[config.mk]
export PLATFORM = sky130hd
export DESIGN_NAME = normalize_shift_iter_flat
export DESIGN_NICKNAME = d
export VERILOG_FILES = /design/src/rtl/normalize_shift_iter_if.sv /design/src/rtl/normalize_shift_iter.sv /design/src/flat_wrapper.sv
export SDC_FILE = /design/constraint.sdc
export NUM_CORES = 1
export LEC_CHECK = 0
export CORE_ASPECT_RATIO = 0.8
export CORE_MARGIN = 10
export CORE_UTILIZATION = 48
export DETAILED_ROUTE_END_ITERATION = 10
export GPL_ROUTABILITY_DRIVEN = 0
export PLACE_DENSITY = 0.93
export SLEW_MARGIN = 20
export SYNTH_ARGS = -nofsm -noshare
export SYNTH_HDL_FRONTEND = slang
export SYNTH_SLANG_ARGS = --single-unit
[constraint.sdc]
create_clock -name clk -period 2.3 [get_ports clk]
set_input_delay 0.46 -clock clk [delete_from_list [all_inputs] [get_ports clk]]
set_output_delay 0.46 -clock clk [all_outputs]
set_load 0.01 [all_outputs]
[src/rtl/normalize_shift_iter_if.sv]
// rtl/normalize_shift_iter_if.sv - request/result handshake bundle for normalize_shift_iter
interface normalize_shift_iter_if #(
    parameter int WIDTH = 32,
    parameter int CW    = $clog2(WIDTH + 1)
) ();
    logic             start;
    logic             mode;
    logic [WIDTH-1:0] a;
    logic             in_ready;
    logic             out_valid;
    logic             out_ready;
    logic [WIDTH-1:0] value;
    logic [CW-1:0]    shift_cnt;
    logic             dir_left;
    logic             zero;
    logic             sticky;

    modport master (
        output start, mode, a, out_ready,
        input  in_ready, out_valid, value, shift_cnt, dir_left, zero, sticky
    );

    modport slave (
        input  start, mode, a, out_ready,
        output in_ready, out_valid, value, shift_cnt, dir_left, zero, sticky
    );
endinterface

[src/rtl/normalize_shift_iter.sv]
// rtl/normalize_shift_iter.sv - iterative one-bit-per-cycle normalizer into bits FIELD-1..0
// Optional sticky tracking of right-shifted-out bits is enabled by macro NORM_STICKY_EN.
module normalize_shift_iter #(
    parameter int WIDTH = 32,
    parameter int FIELD = 24
) (
    input  logic                    clk,
    input  logic                    rst,
    normalize_shift_iter_if.slave   bus
);
    localparam int CW = $clog2(WIDTH + 1);
    // Ones in bits FIELD-1..0; anything outside must be shifted right.
    localparam logic [WIDTH-1:0] LO_MASK = {WIDTH{1'b1}} >> (WIDTH - FIELD);

    typedef enum logic [1:0] {IDLE, SHIFT, DONE} state_t;

    state_t           state_q, state_d;
    logic [WIDTH-1:0] value_q, value_d;
    logic [CW-1:0]    shift_cnt_q, shift_cnt_d;
    logic             dir_left_q, dir_left_d;
    logic             zero_q, zero_d;
    logic             mode_q, mode_d;
    logic             in_ready_q, in_ready_d;
    logic             out_valid_q, out_valid_d;
    logic             right_cond;
    logic             left_cond;

    assign right_cond = |(value_q & ~LO_MASK);
    assign left_cond  = mode_q && (value_q != '0) && !value_q[FIELD-1] && !right_cond;

    always_comb begin
        state_d     = state_q;
        value_d     = value_q;
        shift_cnt_d = shift_cnt_q;
        dir_left_d  = dir_left_q;
        zero_d      = zero_q;
        mode_d      = mode_q;
        in_ready_d  = in_ready_q;
        out_valid_d = out_valid_q;
        case (state_q)
            IDLE: begin
                if (bus.start) begin
                    value_d     = bus.a;
                    shift_cnt_d = '0;
                    dir_left_d  = 1'b0;
                    zero_d      = (bus.a == '0);
                    mode_d      = bus.mode;
                    state_d     = SHIFT;
                    in_ready_d  = 1'b0;
                end
            end
            SHIFT: begin
                // Right shifts take precedence, so left shifts only ever follow a fitting value.
                if (right_cond) begin
                    value_d     = value_q >> 1;
                    shift_cnt_d = shift_cnt_q + 1'b1;
                end else if (left_cond) begin
                    value_d     = value_q << 1;
                    shift_cnt_d = shift_cnt_q + 1'b1;
                    dir_left_d  = 1'b1;
                end else begin
                    state_d     = DONE;
                    out_valid_d = 1'b1;
                end
            end
            DONE: begin
                if (bus.out_ready) begin
                    state_d     = IDLE;
                    out_valid_d = 1'b0;
                    in_ready_d  = 1'b1;
                end
            end
            default: begin
                state_d     = IDLE;
                out_valid_d = 1'b0;
                in_ready_d  = 1'b1;
            end
        endcase
    end

    always_ff @(posedge clk) begin
        if (rst) begin
            state_q     <= IDLE;
            value_q     <= '0;
            shift_cnt_q <= '0;
            dir_left_q  <= 1'b0;
            zero_q      <= 1'b0;
            mode_q      <= 1'b0;
            in_ready_q  <= 1'b1;
            out_valid_q <= 1'b0;
        end else begin
            state_q     <= state_d;
            value_q     <= value_d;
            shift_cnt_q <= shift_cnt_d;
            dir_left_q  <= dir_left_d;
            zero_q      <= zero_d;
            mode_q      <= mode_d;
            in_ready_q  <= in_ready_d;
            out_valid_q <= out_valid_d;
        end
    end

`ifdef NORM_STICKY_EN
    logic sticky_q, sticky_d;

    always_comb begin
        sticky_d = sticky_q;
        if (state_q == IDLE && bus.start) begin
            sticky_d = 1'b0;
        end else if (state_q == SHIFT && right_cond) begin
            sticky_d = sticky_q | value_q[0];
        end
    end

    always_ff @(posedge clk) begin
        if (rst) begin
            sticky_q <= 1'b0;
        end else begin
            sticky_q <= sticky_d;
        end
    end

    assign bus.sticky = sticky_q;
`else
    assign bus.sticky = 1'b0;
`endif

    assign bus.in_ready  = in_ready_q;
    assign bus.out_valid = out_valid_q;
    assign bus.value     = value_q;
    assign bus.shift_cnt = shift_cnt_q;
    assign bus.dir_left  = dir_left_q;
    assign bus.zero      = zero_q;
endmodule

[src/flat_wrapper.sv]
// flat-port wrapper written by rule: the top's interface ports become plain ports
module normalize_shift_iter_flat 
#(
    parameter int WIDTH = 32,
    parameter int FIELD = 24
)
  (clk, rst, bus_start, bus_mode, bus_a, bus_out_ready, bus_in_ready, bus_out_valid, bus_value, bus_shift_cnt, bus_dir_left, bus_zero, bus_sticky);
  normalize_shift_iter_if #(.WIDTH(WIDTH), .CW(($clog2(WIDTH + 1)))) bus_i ();
  input  logic clk;
  input  logic rst;
  input wire logic [$bits(bus_i.start)-1:0] bus_start;
  input wire logic [$bits(bus_i.mode)-1:0] bus_mode;
  input wire logic [$bits(bus_i.a)-1:0] bus_a;
  input wire logic [$bits(bus_i.out_ready)-1:0] bus_out_ready;
  output wire logic [$bits(bus_i.in_ready)-1:0] bus_in_ready;
  output wire logic [$bits(bus_i.out_valid)-1:0] bus_out_valid;
  output wire logic [$bits(bus_i.value)-1:0] bus_value;
  output wire logic [$bits(bus_i.shift_cnt)-1:0] bus_shift_cnt;
  output wire logic [$bits(bus_i.dir_left)-1:0] bus_dir_left;
  output wire logic [$bits(bus_i.zero)-1:0] bus_zero;
  output wire logic [$bits(bus_i.sticky)-1:0] bus_sticky;
  assign bus_i.start = bus_start;
  assign bus_i.mode = bus_mode;
  assign bus_i.a = bus_a;
  assign bus_i.out_ready = bus_out_ready;
  assign bus_in_ready = bus_i.in_ready;
  assign bus_out_valid = bus_i.out_valid;
  assign bus_value = bus_i.value;
  assign bus_shift_cnt = bus_i.shift_cnt;
  assign bus_dir_left = bus_i.dir_left;
  assign bus_zero = bus_i.zero;
  assign bus_sticky = bus_i.sticky;
  normalize_shift_iter #(.WIDTH(WIDTH), .FIELD(FIELD)) u_core (.clk(clk), .rst(rst), .bus(bus_i));
endmodule
==> flow_summary.toml <==
[yosys]
yosysTopAreaCell = "dfxtp_1"
yosys.area_share.simple = 0.2115
synth_top_family_by_area = "compound AO/OA/AOI/OAI gates"
avgSynthCellArea_um2 = 7.415
synth.distinct_cells = 41
syn_inst = 367
syn_area_um2 = 2721
synthMuxAreaShare = 0.02207
yosys_warnings = 0
synth_area_leaders = "dfxtp_1, o211ai_1, a31oi_1, o21ai_0, a21oi_1"
synth_edf_count = 0
synthFlopType = "dfxtp_1"
synth_adder_area_share = 0.004598
synth.top_cells.by_count = "dfxtp_1, nor2_1, o21ai_0, a21oi_1, nand3_1"
yosysTopAreaCellShare = 0.3310
synth.most_common_cell = "dfxtp_1"
syn_nets = 405
synth_compound_area_frac = 0.3641
synth_xor_area_frac = 0
async_flop_share = 0
synth-seq-cells = 45
synth_seq_area_share = 0.3310

[cts]
ctsHoldBuffers = 0
ctsHtreeMaxLevel = 2
cts_buffers = 5
clock_latency_ns = 0.31
cts.reportedPaths.clkPinSlew_ns = 0.09
post_cts_buffers = 0
cts.path.max_buffers = 2
clockRootBuffer = "clkbuf_8"
cts_resized = 0
clock_sinks = 45
cts_tree = "built"

[sta]
skew_ns = 0.01128
grt_setup_unrepaired = "no"
layout_min_cycle_time_ns = 2.160
finalSetupViolCount = 0
period_share = 0.9392
setup_tns_ns = 0
slew_violations = 0
relSlewSlack = 0.5031
timing.final.hold_violations = 0
tightest_slew_ns = 0.7454
fmax_mhz = 462.9
setup_slack_ns = 0.1398

[drt]
vias = 3336
viasPerCell = 6.554
routed_wl_um = 9878
post-route-drc-count = 0
firstDrtPassIters = 5
wire_per_inst_um = 19.41
antenna_violating_nets_post_route = 0
drt-initial-drc-count = 461

[power_and_ir_drop]
p_leak_uw = 0.001197
internal-power_uw = 1735
power_density_nw_per_um2 = 832.7
swShare = 0.4338
vdd_drop_max_mv = 0.4343
pwr-share-comb = 0.486
p_switching_uw = 1329
power.share.clock = 0.163
seq_power_share = 0.351

[setup_path]
max_stage_delay_ns = 0.39
worst-setup-path-type = "flip-flop to flip-flop"
endpoint_kind = "flip-flop"
reg2reg_from = "u_core.bus.value[24]"
cp_max_fo = 29
crit_arrival_ns = 2.40
required_ns = 2.54
cp_slowest_cell = "dfxtp_1"
r2r-end = "u_core.bus.value[11]"
cp_cell_sequence = "nor4_4 > buf_4 > and4_1 > and3_1 > buf_12 > o21ai_1 > a21oi_1"
reg2reg_slack_ns = 0.14
critPathTopFamily = "simple AND/OR/NAND/NOR gates"
start_kind = "flip-flop"
worst-r2r-cell-count = 7
critPathBufInv = 2

[die]
core_um2 = 5465
initial_core_util = 0.4979
dieWidth_um = 104.2
die_h_um = 87.35
num_rows = 24
die_area_um2 = 9100
ioPinCount = 80

[run_status]
outcome = "complete, no violations"

[layout]
final.fill_count = 453
nets = 468
areaGrowthSynthToFinish_pct = 35.22
diodes = 0
register_area_um2 = 900.9
multi_input_area_um2 = 1657
drive_above_1_share = 0.06961

[hold_path]
min_to = "u_core.bus.zero"
hold_class = "flip-flop to flip-flop"
min_delay_path_depth = 2
min_from = "u_core.bus.zero"

[global_routing]
grt_antenna_before_repair = 0
grt_usage = 0.2120
grt_pass1_wl_um = 16140
first_global_vias = 3084
grt_max_degree = 41
overflow = 0

[flow_run]
maxCapViolCount = 0

[place]
hpwl_um = 7093
io_buffers = 78
preCtsSetupSlack_ns = 0.1861
final cells by class:
cell class,instances,share of cell area
clock inverter,1,0.002040
timing repair buffer,94,0.2516
sequential,45,0.2448
tap,78,0.02652
inverter,4,0.004080
multi-input combinational,280,0.4502
clock buffer,7,0.02074
metrics by stage:
step / cell area (µm²) / total power [µW] / hold WS, ns / std cells / utilization
finish: 3680 / 3064 / 0.4819 / 509 / 0.6733
global route: 3680 / 3224 / 0.5286 / 509 / 0.6733
CTS: 3680 / 3024 / 0.4882 / 509 / 0.6733
detailed placement: 3596 / 2534 / 0.4762 / 501 / 0.6580
global placement: 3596 / 2486 / 0.4578 / 501 / 0.6580
floorplan: 2721 / 1904 / 0.4538 / 367 / -
layout by cell type (no fill, tap or decap), drive strengths merged, types with 3 or more instances in the layout:
cell type and instances:
clkbuf 7, mux2i 6, a31oi 29, o211ai 30
o31ai 7, o21a 3, a21oi 32, nand3 31
nor4 17, clkdlybuf4s50 78, nand4 3, dfxtp 45
nand2 8, nor2 34, inv 3, buf 16
o21ai 58
cell families (layout without fill, tap and decap cells):
| logic type | Yosys count | count (layout) |
|---|---|---|
| adders and majority gates | 1 | 1 |
| DFF | 45 | 45 |
| and+or+nand+nor | 108 | 108 |
| buffers and inverters | 42 | 106 |
| muxes | 6 | 6 |
| other | 1 | 1 |
| AOI/OAI and AO/OA | 164 | 164 |
worst max path at each step:
| stage | start | endpoint | slack (ns) | cells after the start |
|---|---|---|---|---|
| detailed placement | u_core.bus.value[24] | u_core.bus.value[7] | 0.19 | 7 |
| floorplan | u_core.bus.value[31] | u_core.bus.shift_cnt[4] | 0.51 | 7 |
| global route | u_core.bus.value[24] | u_core.bus.value[11] | 0.02 | 7 |
| CTS | u_core.bus.value[24] | u_core.bus.value[11] | 0.15 | 7 |
| global placement | u_core.bus.value[24] | u_core.bus.shift_cnt[2] | 0.29 | 7 |
| finish | u_core.bus.value[24] | u_core.bus.value[11] | 0.14 | 7 |
worst reg2reg max path, delay by kind of cell (launching register included):
family / cells / cell delay [ns]
flip-flops: 1 / 0.39
AO/OA/AOI/OAI: 2 / 0.29
buffers and inverters: 2 / 0.46
AND/OR/NAND/NOR: 3 / 0.96
registers in the layout (all words and copies together) (netlist names):
signal                cells
u_core.bus.zero           1
u_core.bus.dir_left       1
u_core.bus.in_ready       1
u_core.mode_q             1
u_core.bus.shift_cnt      6
u_core.bus.value         32
u_core.bus.out_valid      1
u_core.state_q            2
metal layers:
layer | part of all wire | track usage
met1 | 0.42 | 0.2855
met2 | 0.44 | 0.3207
met3 | 0.11 | 0.05178
met4 | 0.024 | 0.07818
met5 | 0 | 0
power by group through the flow:
stage | sequential (µW) | combinational, µW | clock (µW)
5_1_grt | 1090 | 1610 | 524
6_report | 1080 | 1490 | 499
4_1_cts | 1070 | 1460 | 497
3_3_place_gp | 1080 | 1410 | 0
3_5_place_dp | 1080 | 1450 | 0
2_1_floorplan | 1090 | 817 | 0
Note: power is estimated with default switching activity, not from simulation.
==> RTL edit 1 (config.mk and constraints unchanged) <==
Build with the macro `NORM_STICKY_EN` defined.
--- a/src/rtl/normalize_shift_iter.sv
+++ b/src/rtl/normalize_shift_iter.sv
@@ -1,5 +1,7 @@
 // rtl/normalize_shift_iter.sv - iterative one-bit-per-cycle normalizer into bits FIELD-1..0
 // Optional sticky tracking of right-shifted-out bits is enabled by macro NORM_STICKY_EN.
+`define NORM_STICKY_EN
+
 module normalize_shift_iter #(
     parameter int WIDTH = 32,
     parameter int FIELD = 24
Check against the original RTL: not equivalent (a bounded check fails within 4 cycles, from zero or initial values and one cycle with rst high).
==> RTL edit 1 against the original RTL <==
  * First-iteration DRC count shrank 5.0%
  * Setup slack lost 0.065 ns
  * Area after synthesis grew 2.1%
  * Critical endpoint is now u_core.bus.shift_cnt[4]$_SDFFE_PP0P_
  * Total power shrank 7.5%
  * Routed wire length grew 2.1%
  * Cell area grew 3.2%
  * Sequential cell count grew 1
  * Fmax shrank 2.9%
==> RTL edit 1: results <==
export IMPL_yosys_top_cells_area="dfxtp_1, a21oi_1, o21ai_0, o211ai_1, a31oi_1"
export IMPL_comb_cell_power_uw=1200
export IMPL_grtUsageMet1=0.272
export IMPL_wl_um=10100
export IMPL_slowest_stage="or3_1"
export IMPL_cp_slowest_stage_delay_ns=0.59
export IMPL_synth_compound_area_frac=0.369
export IMPL_synth_area_per_cell_sq_um=7.35
export IMPL_reg2reg_depth=5
export IMPL_synth_mux_area_frac=0.00360
export IMPL_nets=488
export IMPL_syn_nets=416
export IMPL_synth_common_cells="dfxtp_1, a21oi_1, o21ai_0"
export IMPL_grt_max_degree=46
export IMPL_p_leak_uw=0.00123
export IMPL_drtIter0Drc=438
export IMPL_rr_startpoint="u_core.bus.value[0]$_SDFFE_PP0P_"
export IMPL_relSlewSlack=0.610
export IMPL_r2r_setup_slack_ns=0.07
export IMPL_worst_clock_skew_ns=0.00942
export IMPL_viasPerCell=6.67
export IMPL_status="completed"
export IMPL_grt_usage=0.208
export IMPL_dpl_cell_area_sq_um=3690
export IMPL_yosysSeqAreaShare=0.331
export IMPL_synth_cell_types=40
export IMPL_fin_crit_sh=0.968
export IMPL_ir_worst_vdd_mv=0.350
export IMPL_clock_power_uw=595
export IMPL_dp_cells=521
export IMPL_instances_no_fill=529
export IMPL_crit_end="u_core.bus.shift_cnt[4]$_SDFFE_PP0P_"
export IMPL_whs_ns=0.451
export IMPL_grtUsageMet3=0.0734
export IMPL_fill_cells=474
export IMPL_power_switching_uw=1110
export IMPL_crit_path_start="u_core.bus.value[0]$_SDFFE_PP0P_"
export IMPL_portBuffers=79
export IMPL_hp_start="u_core.bus.out_valid$_SDFFE_PP0P_"
export IMPL_grt_pass1_wl_um=16100
export IMPL_final_layout_size_suffix_gt1_frac=0.0953
-- RTL edit 1: changes by cell type in the layout (fill, tap and decap cells not counted), sizes merged, moves of 4 or more --
cell    unedited run  this run
a21oi             32        40
a311oi             1         7
buf               16        23
mux2i              6         1
nand2              8        23
nand3             31        26
nor3               2         6
o211ai            30        25
o31ai              7         1
-- RTL edit 1: routing by layer --
metal	wire (um)	share of wire	vias up
met5	0	0	-
met4	149	0.015	0
met3	1450	0.14	19
met2	4410	0.44	322
met1	4080	0.40	1592
li1	-	-	1593
-- RTL edit 1: area by class of cell --
cell class                      instances  area (sq um)  area share
Tap cell                               78          97.6      0.0257
Multi-Input combinational cell        291          1690       0.445
Clock inverter                          3          40.0      0.0105
Sequential cell                        46           921       0.243
Inverter                                4          15.0     0.00396
Timing Repair Buffer                  102           963       0.254
Clock buffer                            5          68.8      0.0181
-- RTL edit 1: worst min-delay path by stage --
stage	depth (start not counted)	endpoint
after detailed placement	2	u_core.bus.out_valid$_SDFFE_PP0P_
final	2	u_core.bus.out_valid$_SDFFE_PP0P_
after CTS	2	u_core.bus.out_valid$_SDFFE_PP0P_
after global placement	2	u_core.bus.out_valid$_SDFFE_PP0P_
after floorplan	2	u_core.bus.out_valid$_SDFFE_PP0P_
after global routing	2	u_core.bus.out_valid$_SDFFE_PP0P_
-- RTL edit 1: cell families (layout without fill, tap and decap cells) --
kind of cell	after synthesis	count (layout)
AO/OA/AOI/OAI	168	168
flip-flops	46	46
multiplexers	1	1
AND/OR/NAND/NOR	121	121
adder cells (fa/ha/maj)	1	1
buffers and inverters	41	114
-- RTL edit 1: critical path: cells and delay by family, from the launching register on --
family	cells	cell delay, ns
flip-flops	1	0.36
AND/OR/NAND/NOR	4	1.64
AO/OA/AOI/OAI	1	0.11
==> RTL edit 2 (config.mk and constraints unchanged) <==
Without the edit above. `value_q` no longer has a reset.
--- a/src/rtl/normalize_shift_iter.sv
+++ b/src/rtl/normalize_shift_iter.sv
@@ -81,7 +81,6 @@
     always_ff @(posedge clk) begin
         if (rst) begin
             state_q     <= IDLE;
-            value_q     <= '0;
             shift_cnt_q <= '0;
             dir_left_q  <= 1'b0;
             zero_q      <= 1'b0;
@@ -90,7 +89,6 @@
             out_valid_q <= 1'b0;
         end else begin
             state_q     <= state_d;
-            value_q     <= value_d;
             shift_cnt_q <= shift_cnt_d;
             dir_left_q  <= dir_left_d;
             zero_q      <= zero_d;
@@ -98,6 +96,10 @@
             in_ready_q  <= in_ready_d;
             out_valid_q <= out_valid_d;
         end
+    end
+
+    always_ff @(posedge clk) begin
+        value_q <= value_d;
     end
 
 `ifdef NORM_STICKY_EN
Function: changed (Yosys sat finds a counterexample within 4 cycles, from zero or initial values and one cycle with rst high).
==> RTL edit 2 against the original RTL <==
  * Non-clock buffer count is 5 lower
  * Sequential cell count stayed put
  * Fmax is 4.9% lower
  * Via count is 37% lower
  * Worst hold slack worse by 0.0039 ns
  * Global-route usage is 4.0 points lower
  * Final cell count is 30% lower
  * Area after synthesis is 15% lower
  * Setup slack worse by 0.11 ns
  * Cell area is 9.8% lower
  * Largest cell class is now flip-flops and latches
  * Count of clock-buffer cells in the layout stayed put
  * Routed wire length is 27% lower
Power is not compared: it rests on default switching activity, and its combinational part moved more than twofold at a synthesized area within 25%.
==> RTL edit 2: results <==
export IMPL_status="completed"
export IMPL_dpl_cell_area_sq_um=3190
export IMPL_hpwl_um=5600
export IMPL_drt_pass1_iterations=4
export IMPL_synth_common_cells="edfxtp_1, nand2_1, o21ai_0"
export IMPL_rr_startpoint="u_core.bus.value[10]$_DFFE_PP_"
export IMPL_vias=2111
export IMPL_synth_edf_count=32
export IMPL_hp_start="u_core.bus.out_valid$_SDFFE_PP0P_"
export IMPL_grt_max_degree=65
export IMPL_syn_nets=252
export IMPL_largest_register_ff_count=32
export IMPL_grt_pass1_wl_um=11100
export IMPL_clk_path_buf_depth=2
export IMPL_diodes=0
export IMPL_drc=0
export IMPL_grt_pass1_vias=2082
export IMPL_yosys_top_cells_area="edfxtp_1, dfxtp_1, mux2i_1, o21ai_0, nand2_1"
export IMPL_tightest_slew_ns=0.573
export IMPL_path_max_fanout=19
export IMPL_worst_clock_skew_ns=0.00731
export IMPL_yosysSeqAreaShare=0.526
export IMPL_synth_cell_types=34
export IMPL_cp_arrival_ns=2.31
export IMPL_min_path_type="reg -> reg"
export IMPL_drtIter0Drc=186
export IMPL_ir_worst_vdd_mv=0.475
export IMPL_nets=334
export IMPL_final_layout_size_suffix_gt1_frac=0.108
export IMPL_post_drt_wl_per_cell_um=20.2
export IMPL_grt_usage=0.172
[RTL edit 2: cell types whose count changed after synthesis, sizes merged, moves of 28 or more]
| cell | before | now |
|---|---|---|
| edfxtp | 0 | 32 |
| o211ai | 30 | 0 |
| a31oi | 29 | 1 |
| o21ai | 58 | 26 |
| dfxtp | 45 | 13 |
| nor2 | 34 | 4 |
[RTL edit 2: stage by stage]
step / std cells / setup TNS [ns] / hold slack [ns] / worst slack, ns / total power [uW]
6_report: 357 / 0 / 0.478 / 0.0280 / 2070
5_1_grt: 357 / -1.63 / 0.513 / -0.0720 / 2150
4_1_cts: 356 / 0 / 0.478 / 0.0881 / 2070
3_5_place_dp: 348 / 0 / 0.468 / 0.114 / 1550
3_3_place_gp: 348 / 0 / 0.451 / 0.234 / 1530
2_1_floorplan: 214 / -3.13 / 0.465 / -0.0979 / 1250
[RTL edit 2: cells by family (layout without fill, tap and decap cells)]
logic type      count (synthesis)  after routing  share of synthesized area
fa+ha+maj                       1              1                    0.00539
mux                            29             29                      0.128
flops                          45             45                      0.526
simple gates                   77             77                      0.189
buf+inv                        17            100                     0.0318
compound gates                 44             44                      0.118
other cells                     1              1                    0.00162
[RTL edit 2: what timing repair did]
action	in CTS	in global routing
endpoints found under the hold margin	0	0
setup buffers	0	1
endpoints found under the setup margin	0	32
gates resized for setup	0	3
hold buffers	0	0
[RTL edit 2: worst paths after layout]
| kind | endpoint | slack, ns | cells past startpoint |
|---|---|---|---|
| setup / recovery | u_core.bus.value[6]$_DFFE_PP_ | 0.03 | 7 |
| hold / removal | u_core.bus.out_valid$_SDFFE_PP0P_ | 0.48 | 2 |
| setup reg to reg | u_core.bus.value[6]$_DFFE_PP_ | 0.03 | 7 |
| hold reg to reg | u_core.bus.out_valid$_SDFFE_PP0P_ | 0.48 | 2 |
[RTL edit 2: cell type report]
class	instances	area, sq um
multi-input cells	152	1050
fillers	323	1310
clock buffers	7	96.3
inverters	3	11.3
well taps	60	75.1
repair buffers	89	863
flip-flops and latches	45	1220
clock inverters	1	5.00
[RTL edit 2: critical path: stages (launching register included)]
cell	delay, ns
edfxtp_1	0.44
nor4_1	0.52
nand4_1	0.17
buf_4	0.19
o31ai_4	0.24
and2_1	0.18
inv_1	0.06
buf_4	0.21
[RTL edit 2: metal layers]
metal  GRT usage  vias up  routed length (um)
met5           0        -                   0
li1            -      984                   -
met3      0.0523       20                 619
met1       0.198      998                2910
met4      0.0942        0                 253
met2       0.288      109                3410
[RTL edit 2: power by group]
group	leakage (uW)	switching, uW	internal (uW)
Clock	0.0000542	258	272
Combinational	0.000648	218	254
Sequential	0.000424	93.8	973
Total	0.00113	570	1500
